`config.mk`:
```
export PLATFORM = sky130hd
export DESIGN_NAME = csa_resolver
export DESIGN_NICKNAME = d
export VERILOG_FILES = /design/src/rtl/posit_pkg.sv /design/src/rtl/csa_chunk_adder.sv /design/src/rtl/csa_resolver.sv
export SDC_FILE = /design/constraint.sdc
export NUM_CORES = 1
export LEC_CHECK = 0
export BUFFER_PORTS_ARGS = -buffer_cell sky130_fd_sc_hd__buf_2
export CORE_MARGIN = 2
export CORE_UTILIZATION = 23
export DETAILED_ROUTE_END_ITERATION = 7
export HOLD_SLACK_MARGIN = 0.12
export SYNTH_ARGS = -nofsm -noshare
export SYNTH_HDL_FRONTEND = slang
export SYNTH_SLANG_ARGS = --single-unit
```
`constraint.sdc`:
```
create_clock -name clk_i -period 7.4 [get_ports clk_i]
set_input_delay 0.74 -clock clk_i [delete_from_list [all_inputs] [get_ports clk_i]]
set_output_delay 0.74 -clock clk_i [all_outputs]
set_load 0.01 [all_outputs]
```
`src/rtl/posit_pkg.sv`:
```
`default_nettype none
// +--------------------------------------------------------------------------+
// | posit_pkg : shared helpers and types for the carry-save datapath         |
// | Rev 1.0                                                                  |
// +--------------------------------------------------------------------------+
package posit_pkg;

  function automatic int clog2(input int n);
    int r;
    r = 0;
    while ((1 << r) < n) r++;
    return r;
  endfunction

  typedef enum logic [1:0] {
    IDLE = 2'd0,
    RUN  = 2'd1,
    DONE = 2'd2
  } csa_res_state_e;

endpackage
`default_nettype wire

```
`src/rtl/csa_chunk_adder.sv`:
```
`default_nettype none
// +--------------------------------------------------------------------------+
// | csa_chunk_adder : combinational CHUNK-bit adder with carry in/out        |
// | Rev 1.0                                                                  |
// +--------------------------------------------------------------------------+
module csa_chunk_adder #(
  parameter int CHUNK = 4
) (
  input  logic [CHUNK-1:0] a_i,
  input  logic [CHUNK-1:0] b_i,
  input  logic             ci_i,
  output logic [CHUNK-1:0] s_o,
  output logic             co_o
);

  always_comb begin
    {co_o, s_o} = {1'b0, a_i} + {1'b0, b_i} + {{CHUNK{1'b0}}, ci_i};
  end

endmodule
`default_nettype wire

```
`src/rtl/csa_resolver.sv`:
```
`default_nettype none
// +--------------------------------------------------------------------------+
// | csa_resolver : resolves a (sum, carry) pair to binary, CHUNK bits/cycle  |
// | Rev 1.0                                                                  |
// +--------------------------------------------------------------------------+
module csa_resolver
  import posit_pkg::*;
#(
  parameter int WIDTH = 16,
  parameter int CHUNK = 4
) (
  input  logic             clk_i,
  input  logic             rst_ni,
  input  logic             in_valid_i,
  output logic             in_ready_o,
  input  logic [WIDTH-1:0] sum_i,
  input  logic [WIDTH-1:0] carry_i,
  output logic             out_valid_o,
  input  logic             out_ready_i,
  output logic [WIDTH-1:0] result_o,
  output logic             cout_o,
  output logic             busy_o
);

  localparam int NUM_CHUNKS = WIDTH / CHUNK;
  localparam int IDX_W      = (clog2(NUM_CHUNKS) < 1) ? 1 : clog2(NUM_CHUNKS);
  localparam logic [IDX_W-1:0] LAST_IDX = IDX_W'(NUM_CHUNKS - 1);

  generate
    if (WIDTH % CHUNK != 0) begin : g_chunk_check
      $error("csa_resolver: WIDTH must be a multiple of CHUNK");
    end
  endgenerate

  csa_res_state_e                   state_q, state_d;
  logic [IDX_W-1:0]                 idx_q, idx_d;
  logic                             cy_q, cy_d;
  logic                             cout_q, cout_d;
  logic [NUM_CHUNKS-1:0][CHUNK-1:0] sum_q, sum_d;
  logic [NUM_CHUNKS-1:0][CHUNK-1:0] car_q, car_d;
  logic [NUM_CHUNKS-1:0][CHUNK-1:0] res_q, res_d;
  logic [CHUNK-1:0]                 add_s;
  logic                             add_co;

  csa_chunk_adder #(.CHUNK(CHUNK)) u_chunk_adder (
    .a_i  (sum_q[idx_q]),
    .b_i  (car_q[idx_q]),
    .ci_i (cy_q),
    .s_o  (add_s),
    .co_o (add_co)
  );

  always_comb begin
    state_d = state_q;
    idx_d   = idx_q;
    cy_d    = cy_q;
    cout_d  = cout_q;
    sum_d   = sum_q;
    car_d   = car_q;
    res_d   = res_q;
    case (state_q)
      IDLE: begin
        if (in_valid_i) begin
          state_d = RUN;
          sum_d   = sum_i;
          car_d   = carry_i;
          idx_d   = '0;
          cy_d    = 1'b0;
          res_d   = '0;
        end
      end
      RUN: begin
        // One chunk per edge; the chunk carry ripples through cy_q.
        res_d[idx_q] = add_s;
        cy_d         = add_co;
        idx_d        = idx_q + 1'b1;
        if (idx_q == LAST_IDX) begin
          cout_d  = add_co;
          state_d = DONE;
        end
      end
      DONE: begin
        if (out_ready_i) state_d = IDLE;
      end
      default: state_d = IDLE;
    endcase
  end

  always_ff @(posedge clk_i) begin
    if (!rst_ni) begin
      state_q <= IDLE;
      idx_q   <= '0;
      cy_q    <= 1'b0;
      cout_q  <= 1'b0;
      sum_q   <= '0;
      car_q   <= '0;
      res_q   <= '0;
    end else begin
      state_q <= state_d;
      idx_q   <= idx_d;
      cy_q    <= cy_d;
      cout_q  <= cout_d;
      sum_q   <= sum_d;
      car_q   <= car_d;
      res_q   <= res_d;
    end
  end

  assign in_ready_o  = (state_q == IDLE);
  assign out_valid_o = (state_q == DONE);
  assign busy_o      = (state_q != IDLE);
  assign result_o    = res_q;
  assign cout_o      = cout_q;

endmodule
`default_nettype wire

```
# Word level (Yosys, flattened, before mapping)
# Cells that the tools add are included.
dict set report classes {
  n_addsub 3
  magnitude_cmp 2
  n_eq_ne 6
  mux 17
  n_reduce_logical 8
}
# cell n
set op_table {}
lappend op_table {{16-bit case mux with 2 select lines} 1}
lappend op_table {{4-bit binary-select mux with 2-bit select} 2}
lappend op_table {{16-bit bitwise mux} 1}
lappend op_table {{16-bit 2-to-1 mux} 1}
lappend op_table {{4-bit 2-to-1 mux} 3}
lappend op_table {{4-bit demux with 2-bit select} 1}
lappend op_table {{2-bit 2-to-1 mux} 4}
lappend op_table {{2-bit case mux with 3 select lines} 1}
lappend op_table {{2-bit AND reduction} 3}
lappend op_table {{4-bit by 4-bit adder with 5-bit output} 1}
lappend op_table {{5-bit by 1-bit adder with 5-bit output} 1}
lappend op_table {{2-bit equality test (second input constant)} 2}
lappend op_table {{2-bit != test (second input constant)} 2}
lappend op_table {{2-bit case mux with 2 select lines} 1}
lappend op_table {{2-bit nonzero test} 2}
lappend op_table {{2-bit by 3-bit < comparator with 1-bit output (second input constant)} 1}
lappend op_table {{3-bit AND reduction} 1}
lappend op_table {{2-bit by 1-bit adder with 2-bit output (second input constant)} 1}
lappend op_table {{2-bit by 1-bit equality test with 1-bit output (second input constant)} 1}
lappend op_table {{2-bit by 1-bit >= comparator with 1-bit output (second input constant)} 1}
lappend op_table {{2-bit zero test} 1}
lappend op_table {{2-bit by 1-bit != test with 1-bit output (second input constant)} 1}
lappend op_table {{1-bit case mux with 2 select lines} 1}
lappend op_table {{1-bit logical AND} 1}
lappend op_table {{1-bit 2-to-1 mux} 1}
dict set report word_totals {
  regBits 54
  in_bits 36
  out_inout_bits 20
  elab_cells 52
}

# Longest topological paths before layout
# Gate-level depths: netlist (run 1).
dict set report depth {
  ltp_word 6
  depth_mapped 7
  mapped_depth_nobuf 6
}

# By module
# Synthesis (run 1) repeated with hierarchy kept, for this count alone.
dict set report hier_totals {
  cells_unflattened 262
  hier_area_um2 2444.8
}
# module instances cells_per_inst area_per_inst_um2 seq_area_each_um2
set modules_own_cells {}
lappend modules_own_cells {csa_resolver 1 246 2301.0 1081.0}
lappend modules_own_cells {csa_chunk_adder 1 16 143.9 0.0}

# Worst setup path after synthesis (run 1)
# No wires, ideal clock.
dict set report synth_timing {
  kind {reg2reg}
  startpoint {register idx_q[0]}
  endpoint {register cy_q}
  setup_time_ns 0.137
  t_arrival_ns 2.401
  required_time_ns 7.263
  setup_slack_ns 4.862
  stages_incl_launch_ff 8
  n_path_buf 1
  synth_period_minus_slack_ns 2.538
  path_cell_list {dfxtp_1 buf_2 mux4_2 fa_1 fa_1 a21o_1 a21oi_1 o32ai_1}
}
dict set report synth_between {
  elab_chain_len 5
  word_cells_on_any_way 7
  cone_classes {add/sub (2); mux (5)}
}
# item line
set synth_lines {}
lappend synth_lines {{start: declaration} csa_resolver.sv:36} ;# logic [IDX_W-1:0] idx_q, idx_d;
lappend synth_lines {{start signal: assignment} csa_resolver.sv:100} ;# idx_q <= idx_d;
lappend synth_lines {{4-bit binary-select mux with 2-bit select (on tied branches)} {csa_resolver.sv:46, csa_resolver.sv:47}}
lappend synth_lines {{4-bit 2-to-1 mux (on tied branches)} {csa_resolver.sv:46, csa_resolver.sv:47}}
lappend synth_lines {{4-bit by 4-bit adder with 5-bit output (*)} csa_chunk_adder.sv:17} ;# {co_o, s_o} = {1'b0, a_i} + {1'b0, b_i} + {{CHUNK{1'b0}}, ci_i};
lappend synth_lines {{5-bit by 1-bit adder with 5-bit output (*)} csa_chunk_adder.sv:17}
lappend synth_lines {{1-bit case mux with 2 select lines (*)} csa_resolver.sv:61} ;# case (state_q)
lappend synth_lines {{end signal: assignment} csa_resolver.sv:101} ;# cy_q <= cy_d;
lappend synth_lines {{end: declaration} csa_resolver.sv:37} ;# logic cy_q, cy_d;
# Every way passes the cells marked *; elsewhere a longest branch is shown, timed or not. The select of a mux whose other input is x is not followed.
# A chain may end at the register's enable or synchronous reset.

# Worst setup path after layout (run 1)
# Same ends and word-level chain as after synthesis.

==> flow_summary.json, run 1 <==
{
  "synth_area_leaders": "dfxtp_1, nand2_1, a21boi_0",
  "antenna_found_initial": 0,
  "holdBufCountCts": 0,
  "cts_setup_buffers": 0,
  "synthArstFlopShare_pct": 0,
  "synth_most_common_cell": "nand2_1",
  "die_area_um2": 12400,
  "grt_use_total_pct": 9.98,
  "crit_type": "reg2reg",
  "synthTopCellsByCount": "nand2_1, dfxtp_1, a21boi_0, a21boi_1, nand3_1",
  "cp_max_fo": 13,
  "yosysUniqueCellTypes": 35,
  "yosysWarnings": 0,
  "syn_inst": 276,
  "syn_nets": 321,
  "grt_setup_unrepaired": "no",
  "ios": 56,
  "finalClockSkew_ps": 4.16,
  "status": "finished, final reports clean",
  "dieHeight_um": 111,
  "detail-route-antenna-nets": 0,
  "hold_class": "reg2reg",
  "area_delta_synth_final_pct": 18.3,
  "grt_pass1_wl_mm": 9.98,
  "r2r_slack_ps": 4530,
  "place_area_um2": 2970,
  "core_um2": 11300,
  "gr-total-overflow": 0,
  "tns_ps": 0,
  "ctsResizeCount": 0,
  "fin_ws_ps": 4530,
  "end_kind": "flop",
  "seq_area_frac_synth_pct": 40.9,
  "regToRegStartpoint": "idx_q[0]",
  "cp-start-kind": "flop",
  "yosys.area.top_type_share_pct": 40.9,
  "fin_area_um2": 3130,
  "synth_top_cell_by_area": "dfxtp_1",
  "dp_hpwl_mm": 4.50,
  "startpoint": "idx_q[0]",
  "rows": 39,
  "cts_tree": "built",
  "finalHoldViolCount": 0,
  "synth_top_flop_cell": "dfxtp_1",
  "max_slew.worst_pin.slew_ps": 833,
  "setup_viol": 0,
  "place_ws_ps": 4540,
  "timing.rr.end": "cy_q",
  "period_share_pct": 38.7,
  "drive_above_1_share_pct": 26.4,
  "cts_sinks": 54,
  "vias": 2055,
  "cts-root-buf": "clkbuf_16",
  "synth-seq-cells": 54,
  "start_util_pct": 23.4,
  "numPortBuffers": 55,
  "syn_area_per_cell_um2": 9.58,
  "maxSlewViolCount": 0,
  "fmax_ghz": 0.349,
  "netlist_area_um2": 2640,
  "maxSlewHeadroom_pct": 44.5,
  "clk_path_buf_depth": 2,
  "total_leakage_power_nw": 1.32,
  "cp-endpoint": "cy_q",
  "viasPerCell": 4.42,
  "grt_max_degree": 58,
  "clock_latency_ps": 290,
  "wirelength_mm": 6.07,
  "cp.arrival_ps": 3030,
  "drc": 0,
  "period_needed_ps": 2870,
  "first_global_vias": 1975,
  "power_density_nw_per_um2": 204,
  "reg2reg_depth": 6,
  "gp_congestion": 0.769,
  "drt-initial-drc-count": 87,
  "drv_cap": 0,
  "htreeDepth": 2,
  "ir_drop_uv": 87.8,
  "antennaDiodeCount": 0,
  "wl_per_cell_um": 13.1,
  "crit_required_ps": 7560,
  "die_w_um": 111,
  "clk_transition_reported_paths_ps": 70,
  "synth_edf_count": 0,
  "cts_buffers": 5,
  "fin_nets": 366,
  "dr.pass1.iters": 4
}
-- critical path, cell delays in order (launching register included) --
cell     delay, ps
dfxtp_1        740
mux4_2         610
fa_1           460
fa_1           430
a21o_1         190
a21oi_1        190
o32ai_1        100
-- metal layers --
layer | vias to the layer above | wire, um | share of wire (%) | GRT usage, %
met4 | 0 | 53 | 0.87 | 1.98
met2 | 48 | 2850 | 47 | 16.8
met5 | - | 0 | 0 | 0
li1 | 1041 | - | - | -
met1 | 957 | 2870 | 47 | 13.1
met3 | 9 | 293 | 4.8 | 2.41
-- per-stage QoR --
| stage | utilization [%] | hold slack, ps | std cells | total power, mW |
|---|---|---|---|---|
| floorplan | - | 432 | 276 | 0.379 |
| CTS | 27.6 | 457 | 465 | 0.647 |
| global route | 27.6 | 477 | 465 | 0.668 |
| global placement | 26.2 | 444 | 457 | 0.399 |
| detailed placement | 26.2 | 446 | 457 | 0.402 |
| finish | 27.6 | 454 | 465 | 0.637 |
-- how the worst min path moves through the flow --
stage	startpoint	end	slack, ps	cells past startpoint
2_1_floorplan	car_q[8]	car_q[8]	430	2
3_3_place_gp	sum_q[2]	sum_q[2]	440	2
3_5_place_dp	car_q[12]	car_q[12]	450	2
4_1_cts	car_q[4]	car_q[4]	460	2
5_1_grt	sum_q[13]	sum_q[13]	480	2
6_report	car_q[4]	car_q[4]	450	2
-- final cells by class --
type	instances	area [um^2]
Multi-Input combinational cell	200	1410
Clock inverter	2	16.3
Inverter	3	11.3
Fill cell	1250	8190
Timing Repair Buffer	57	290
Tap cell	143	179
Clock buffer	6	139
Sequential cell	54	1080
-- power by group --
part	leakage (nW)	internal [mW]	switching, mW
Clock	0.0735	0.136	0.108
Sequential	0.441	0.303	0.0114
Combinational	0.808	0.0353	0.0439
-- placed cells by master, fill, tap and decap left out, types with 5 or more instances in the layout --
master     instances
ha_1               7
clkbuf_16          5
buf_2             55
nand3_1           12
mux4_2             8
a21boi_1          13
nand2_1           86
dfxtp_1           54
a21boi_0          32
-- kinds of logic after synthesis --
family | after synthesis | share of synthesized area, %
xor gates and xnor gates | 1 | 0.331
AOI/OAI and AO/OA | 63 | 19.4
buffers and inverters | 22 | 5.77
and+or+nand+nor | 119 | 22.0
muxes | 8 | 6.81
adders and majority gates | 9 | 4.83
DFF | 54 | 40.9
-- state kept, by name (all words and copies together) (netlist names) --
register	count
result_o	16
cout_o	1
state_q	2
idx_q	2
cy_q	1
car_q	16
sum_q	16
No activity file was read; power rests on OpenSTA's default activity.
==> inputs of run 2 (changes only) <==
==> constraint.sdc (replaced) <==
create_clock -name clk_i -period 2.6 [get_ports clk_i]
set_input_delay 0.26 -clock clk_i [delete_from_list [all_inputs] [get_ports clk_i]]
set_output_delay 0.26 -clock clk_i [all_outputs]
set_load 0.01 [all_outputs]
==> run 2 against run 1 <==
Against the previous run:
- maximum frequency rose by 19%
- critical path depth unchanged
- final cell count rose by 0.86%
- clock skew is 2.8 ps higher
- die area did not move
- non-clock buffer count increased by 4
- sequential share of layout area down 0.46 points
- hold slack got worse by 260 ps
- largest cell class unchanged
- core utilization rose by 0.38 points
- setup slack worse by 4300 ps
- sequential power rose to 2.8 times the previous value
- via count increased by 1.7%
==> flow_summary.json, run 2 (synthesis gave the netlist of run 1 again) <==
{
  "status": "finished, final reports clean",
  "crit_type": "reg2reg",
  "start_util_pct": 23.4,
  "vias": 2089,
  "critical_path_buf_inv_count": 1,
  "fin_hold_ws_ps": 198,
  "dp_cells": 461,
  "cts_tree": "built",
  "place_ws_ps": 199,
  "total_leakage_power_nw": 1.35,
  "fin_area_um2": 3170,
  "gr-total-overflow": 0,
  "detail-route-antenna-nets": 0,
  "fmax_ghz": 0.415,
  "ctsResizeCount": 0,
  "cts_buffers": 5,
  "grt_pass1_wl_mm": 10.3,
  "cp_slowest_cell": "mux4_2",
  "dieHeight_um": 111,
  "cpMostUsedCell": "a21o_1",
  "dp_hpwl_mm": 4.73,
  "core_um2": 11300,
  "period_share_pct": 92.8,
  "ios": 56,
  "numPortBuffers": 55,
  "cts-root-buf": "clkbuf_16",
  "antenna_found_initial": 0,
  "gp_congestion": 0.777,
  "period_needed_ps": 2410,
  "dr.pass1.iters": 4,
  "cts_sinks": 54,
  "holdBufCountCts": 0,
  "final_cell_mix": "nand2_1, buf_2, dfxtp_1",
  "finalHoldViolCount": 0,
  "fin_ws_ps": 188,
  "drive_above_1_share_pct": 27.3,
  "final_cells": 469,
  "die_w_um": 111,
  "n_fill_cell": 1250,
  "wl_per_cell_um": 13.4,
  "mostFrequentLayoutCell": "nand2_1",
  "tns_ps": 0,
  "path_cells": "buf_4 > mux4_2 > ha_1 > a21o_1 > a21o_1 > a311o_1",
  "maxSlewViolCount": 0,
  "clk_path_buf_depth": 2,
  "drt-initial-drc-count": 83,
  "antennaDiodeCount": 0,
  "cp.arrival_ps": 2590,
  "power_density_nw_per_um2": 576,
  "fin_nets": 370,
  "place_area_um2": 3010,
  "grt_use_total_pct": 10.3,
  "clock_latency_ps": 290,
  "clk_transition_reported_paths_ps": 70,
  "drv_cap": 0,
  "grt_max_degree": 34,
  "drc": 0,
  "die_area_um2": 12400,
  "ir_drop_uv": 293,
  "viasPerCell": 4.45,
  "finalClockSkew_ps": 7.00,
  "hold_class": "in2reg",
  "grt_setup_unrepaired": "no",
  "cts_setup_buffers": 0,
  "rows": 39,
  "wirelength_mm": 6.27,
  "critPathMaxStageDelay_ps": 570,
  "max_slew.worst_pin.slew_ps": 661,
  "cp_max_fo": 12,
  "setup_viol": 0,
  "htreeDepth": 2,
  "end_kind": "flop",
  "crit_required_ps": 2780,
  "first_global_vias": 1996,
  "cpLargestDelayFamily": "compound AO/OA/AOI/OAI gates",
  "area_delta_synth_final_pct": 19.9,
  "cp-start-kind": "flop",
  "maxSlewHeadroom_pct": 55.9
}
==> run 2: cell types whose count changed in the layout (fill, tap and decap cells not counted) <==
cell    change
buf_12      +1
buf_4       +3
==> run 2: layer usage <==
layer	GRT usage (%)	routed length, um	vias to the layer above
met2	17.1	2950	46
met1	13.5	2920	987
met3	2.68	334	6
met5	0	0	-
met4	2.47	58	0
li1	-	-	1050
==> run 2: worst paths after layout <==
kind                                  start           to  slack [ps]  cells past startpoint
worst max-delay path               idx_q[0]  result_o[3]         190                      6
worst min-delay path            carry_i[13]    car_q[13]         200                      3
worst max register to register     idx_q[0]  result_o[3]         190                      6
worst min register to register     car_q[8]     car_q[8]         460                      2
==> run 2: tightest hold or removal path: stages <==
cell      delay [ps]
buf_2            100
nand2_1           50
a21boi_1          50
==> run 2: final cells by class <==
type                       instances  area [um^2]  share of cell area [%]
clock buffer                       6          139                    4.38
clock inverter                     2         16.3                   0.513
inverter                           3         11.3                   0.355
multi-input combinational        200         1410                    44.5
sequential                        54         1080                    34.1
tap                              143          179                    5.65
timing repair buffer              61          333                    10.5
==> run 2: through the flow <==
stage / utilization (%) / power, mW
4_1_cts: 28.0 / 1.85
5_1_grt: 28.0 / 1.91
6_report: 28.0 / 1.83
3_3_place_gp: 26.6 / 1.15
2_1_floorplan: - / 1.08
3_5_place_dp: 26.6 / 1.15
==> run 2: power breakdown <==
group	internal (mW)	switching [mW]
clock	0.387	0.310
combinational	0.106	0.133
sequential	0.863	0.0264
==> inputs of run 3 (changes only) <==
--- a/config.mk
+++ b/config.mk
@@ -7,7 +7,7 @@
 export LEC_CHECK = 0
 export BUFFER_PORTS_ARGS = -buffer_cell sky130_fd_sc_hd__buf_2
 export CORE_MARGIN = 2
-export CORE_UTILIZATION = 23
+export CORE_UTILIZATION = 24
 export DETAILED_ROUTE_END_ITERATION = 7
 export HOLD_SLACK_MARGIN = 0.12
 export SYNTH_ARGS = -nofsm -noshare
==> constraint.sdc (replaced) <==
create_clock -name clk_i -period 2.26 [get_ports clk_i]
set_input_delay 0.226 -clock clk_i [delete_from_list [all_inputs] [get_ports clk_i]]
set_output_delay 0.226 -clock clk_i [all_outputs]
set_load 0.01 [all_outputs]
==> run 3 against run 2 <==
Against the previous run:
- clock skew shrank 0.95 ps
- power is 9.8% higher
- final cell count grew 0.64%
- non-clock buffer count up 6
- sequential cell count is the same
- register-to-register slack lost 180 ps
- die area fell by 4.0%
- hold slack worse by 64 ps
- via count rose by 2.2%
- critical path type unchanged
- largest cell class unchanged
- largest power group unchanged
==> flow_summary.json, run 3 (synthesis gave the netlist of run 1 again) <==
{
  "status": "finished, final reports clean",
  "die_area_um2": 11900,
  "rows": 38,
  "finalClockSkew_ps": 6.05,
  "area_delta_synth_final_pct": 21.3,
  "start_util_pct": 24.5,
  "clock_latency_ps": 320,
  "utilization_pct": 29.7,
  "wl_per_cell_um": 13.4,
  "numPortBuffers": 55,
  "grt_setup_unrepaired": "yes",
  "maxSlewHeadroom_pct": 67.4,
  "drv_cap": 0,
  "dr.pass1.iters": 4,
  "cp_max_fo": 4,
  "gp_congestion": 0.768,
  "final_cell_mix": "nand2_1, buf_2, dfxtp_1",
  "antennaDiodeCount": 0,
  "drc": 0,
  "first_global_vias": 2082,
  "cp-start-kind": "flop",
  "grt_pass1_wl_mm": 10.3,
  "cp_slowest_cell": "mux4_2",
  "vias": 2136,
  "cts_buffers": 5,
  "crit_required_ps": 2460,
  "grt_max_degree": 34,
  "cpMostUsedCell": "fa_2",
  "drive_above_1_share_pct": 30.7,
  "end_kind": "flop",
  "grt_use_total_pct": 11.1,
  "dp_hpwl_mm": 4.66,
  "max_slew.worst_pin.slew_ps": 490,
  "cts_sinks": 54,
  "total_leakage_power_nw": 1.36,
  "holdBufCountCts": 0,
  "finalHoldViolCount": 0,
  "power_density_nw_per_um2": 625,
  "fmax_ghz": 0.444,
  "place_ws_ps": -17.1,
  "hold_class": "in2reg",
  "detail-route-antenna-nets": 0,
  "setup_viol": 0,
  "maxSlewViolCount": 0,
  "path_cells": "mux4_2 > fa_2 > fa_2 > a21o_1 > a21oi_2 > o32ai_1",
  "fin_nets": 376,
  "fin_ws_ps": 10.1,
  "crit_type": "reg2reg",
  "clk_path_buf_depth": 2,
  "die_w_um": 109,
  "period_needed_ps": 2250,
  "n_fill_cell": 1155,
  "viasPerCell": 4.53,
  "critical_path_buf_inv_count": 0,
  "dieHeight_um": 109,
  "wirelength_mm": 6.31,
  "clk_transition_reported_paths_ps": 110,
  "htreeDepth": 2,
  "cpLargestDelayFamily": "adder cells",
  "critPathMaxStageDelay_ps": 520,
  "core_um2": 10800,
  "gr-total-overflow": 0,
  "period_share_pct": 99.6,
  "drt-initial-drc-count": 100,
  "mostFrequentLayoutCell": "nand2_1",
  "cp.arrival_ps": 2450,
  "cts-root-buf": "clkbuf_8",
  "ios": 56,
  "cts_tree": "built",
  "antenna_found_initial": 0,
  "ir_drop_uv": 253
}
## run 3: cell types whose count changed in the layout (fill, tap and decap cells not counted), sizes merged
| cell | previous run | this run |
|---|---|---|
| buf | 61 | 67 |
| bufinv | 0 | 1 |
| clkbuf | 6 | 5 |
| clkinv | 0 | 1 |
| clkinvlp | 1 | 0 |
## run 3: metrics by stage
| step | power [mW] | area, um^2 | TNS [ps] | instances | hold WS, ps |
|---|---|---|---|---|---|
| 4_1_cts | 2.02 | 3180 | 0 | 471 | 130 |
| 3_3_place_gp | 1.33 | 3060 | 0 | 463 | 448 |
| 6_report | 2.01 | 3210 | 0 | 472 | 134 |
| 5_1_grt | 2.10 | 3210 | -303 | 472 | 134 |
| 2_1_floorplan | 1.25 | 2660 | -13.4 | 276 | 361 |
| 3_5_place_dp | 1.34 | 3060 | -74.4 | 463 | 446 |
## run 3: final timing paths
path                                  from   endpoint  slack, ps  cells past startpoint
worst min register to register   sum_q[13]  sum_q[13]        460                      2
worst min-delay path            carry_i[8]   car_q[8]        130                      3
worst max register to register    idx_q[1]       cy_q         10                      6
worst max-delay path              idx_q[1]       cy_q         10                      6
## run 3: layout make-up
cell class	instances	area [um^2]	share of cell area [%]
repair buffers	67	382	11.9
well taps	140	175	5.46
clock inverters	3	47.5	1.48
multi-input cells	200	1440	44.7
clock buffers	5	68.8	2.15
inverters	3	11.3	0.351
flip-flops and latches	54	1090	33.9
## run 3: timing repair
item | 4_1_cts | 5_1_grt
gates resized for setup | 2 | 6
buffers inserted | 0 | 1
pin swaps | 0 | 2
endpoints found under the setup margin | 9 | 13
## run 3: power by group
group	internal, mW	switching [mW]
Combinational	0.138	0.162
Sequential	0.992	0.0255
Clock	0.337	0.351
## run 3: worst register-to-register path: cells and delay by family (launching register included)
family / cells / cell delay, ps
mux: 1 / 520
flops: 1 / 380
compound gates: 3 / 460
fa+ha+maj: 2 / 770
## run 3: layer usage
metal	up-vias	global-route usage (%)	routed length (um)
li1	1066	-	-
met1	1013	14.6	2970
met2	49	18.2	2920
met3	8	2.69	341
met4	0	2.75	72
met5	-	0	0
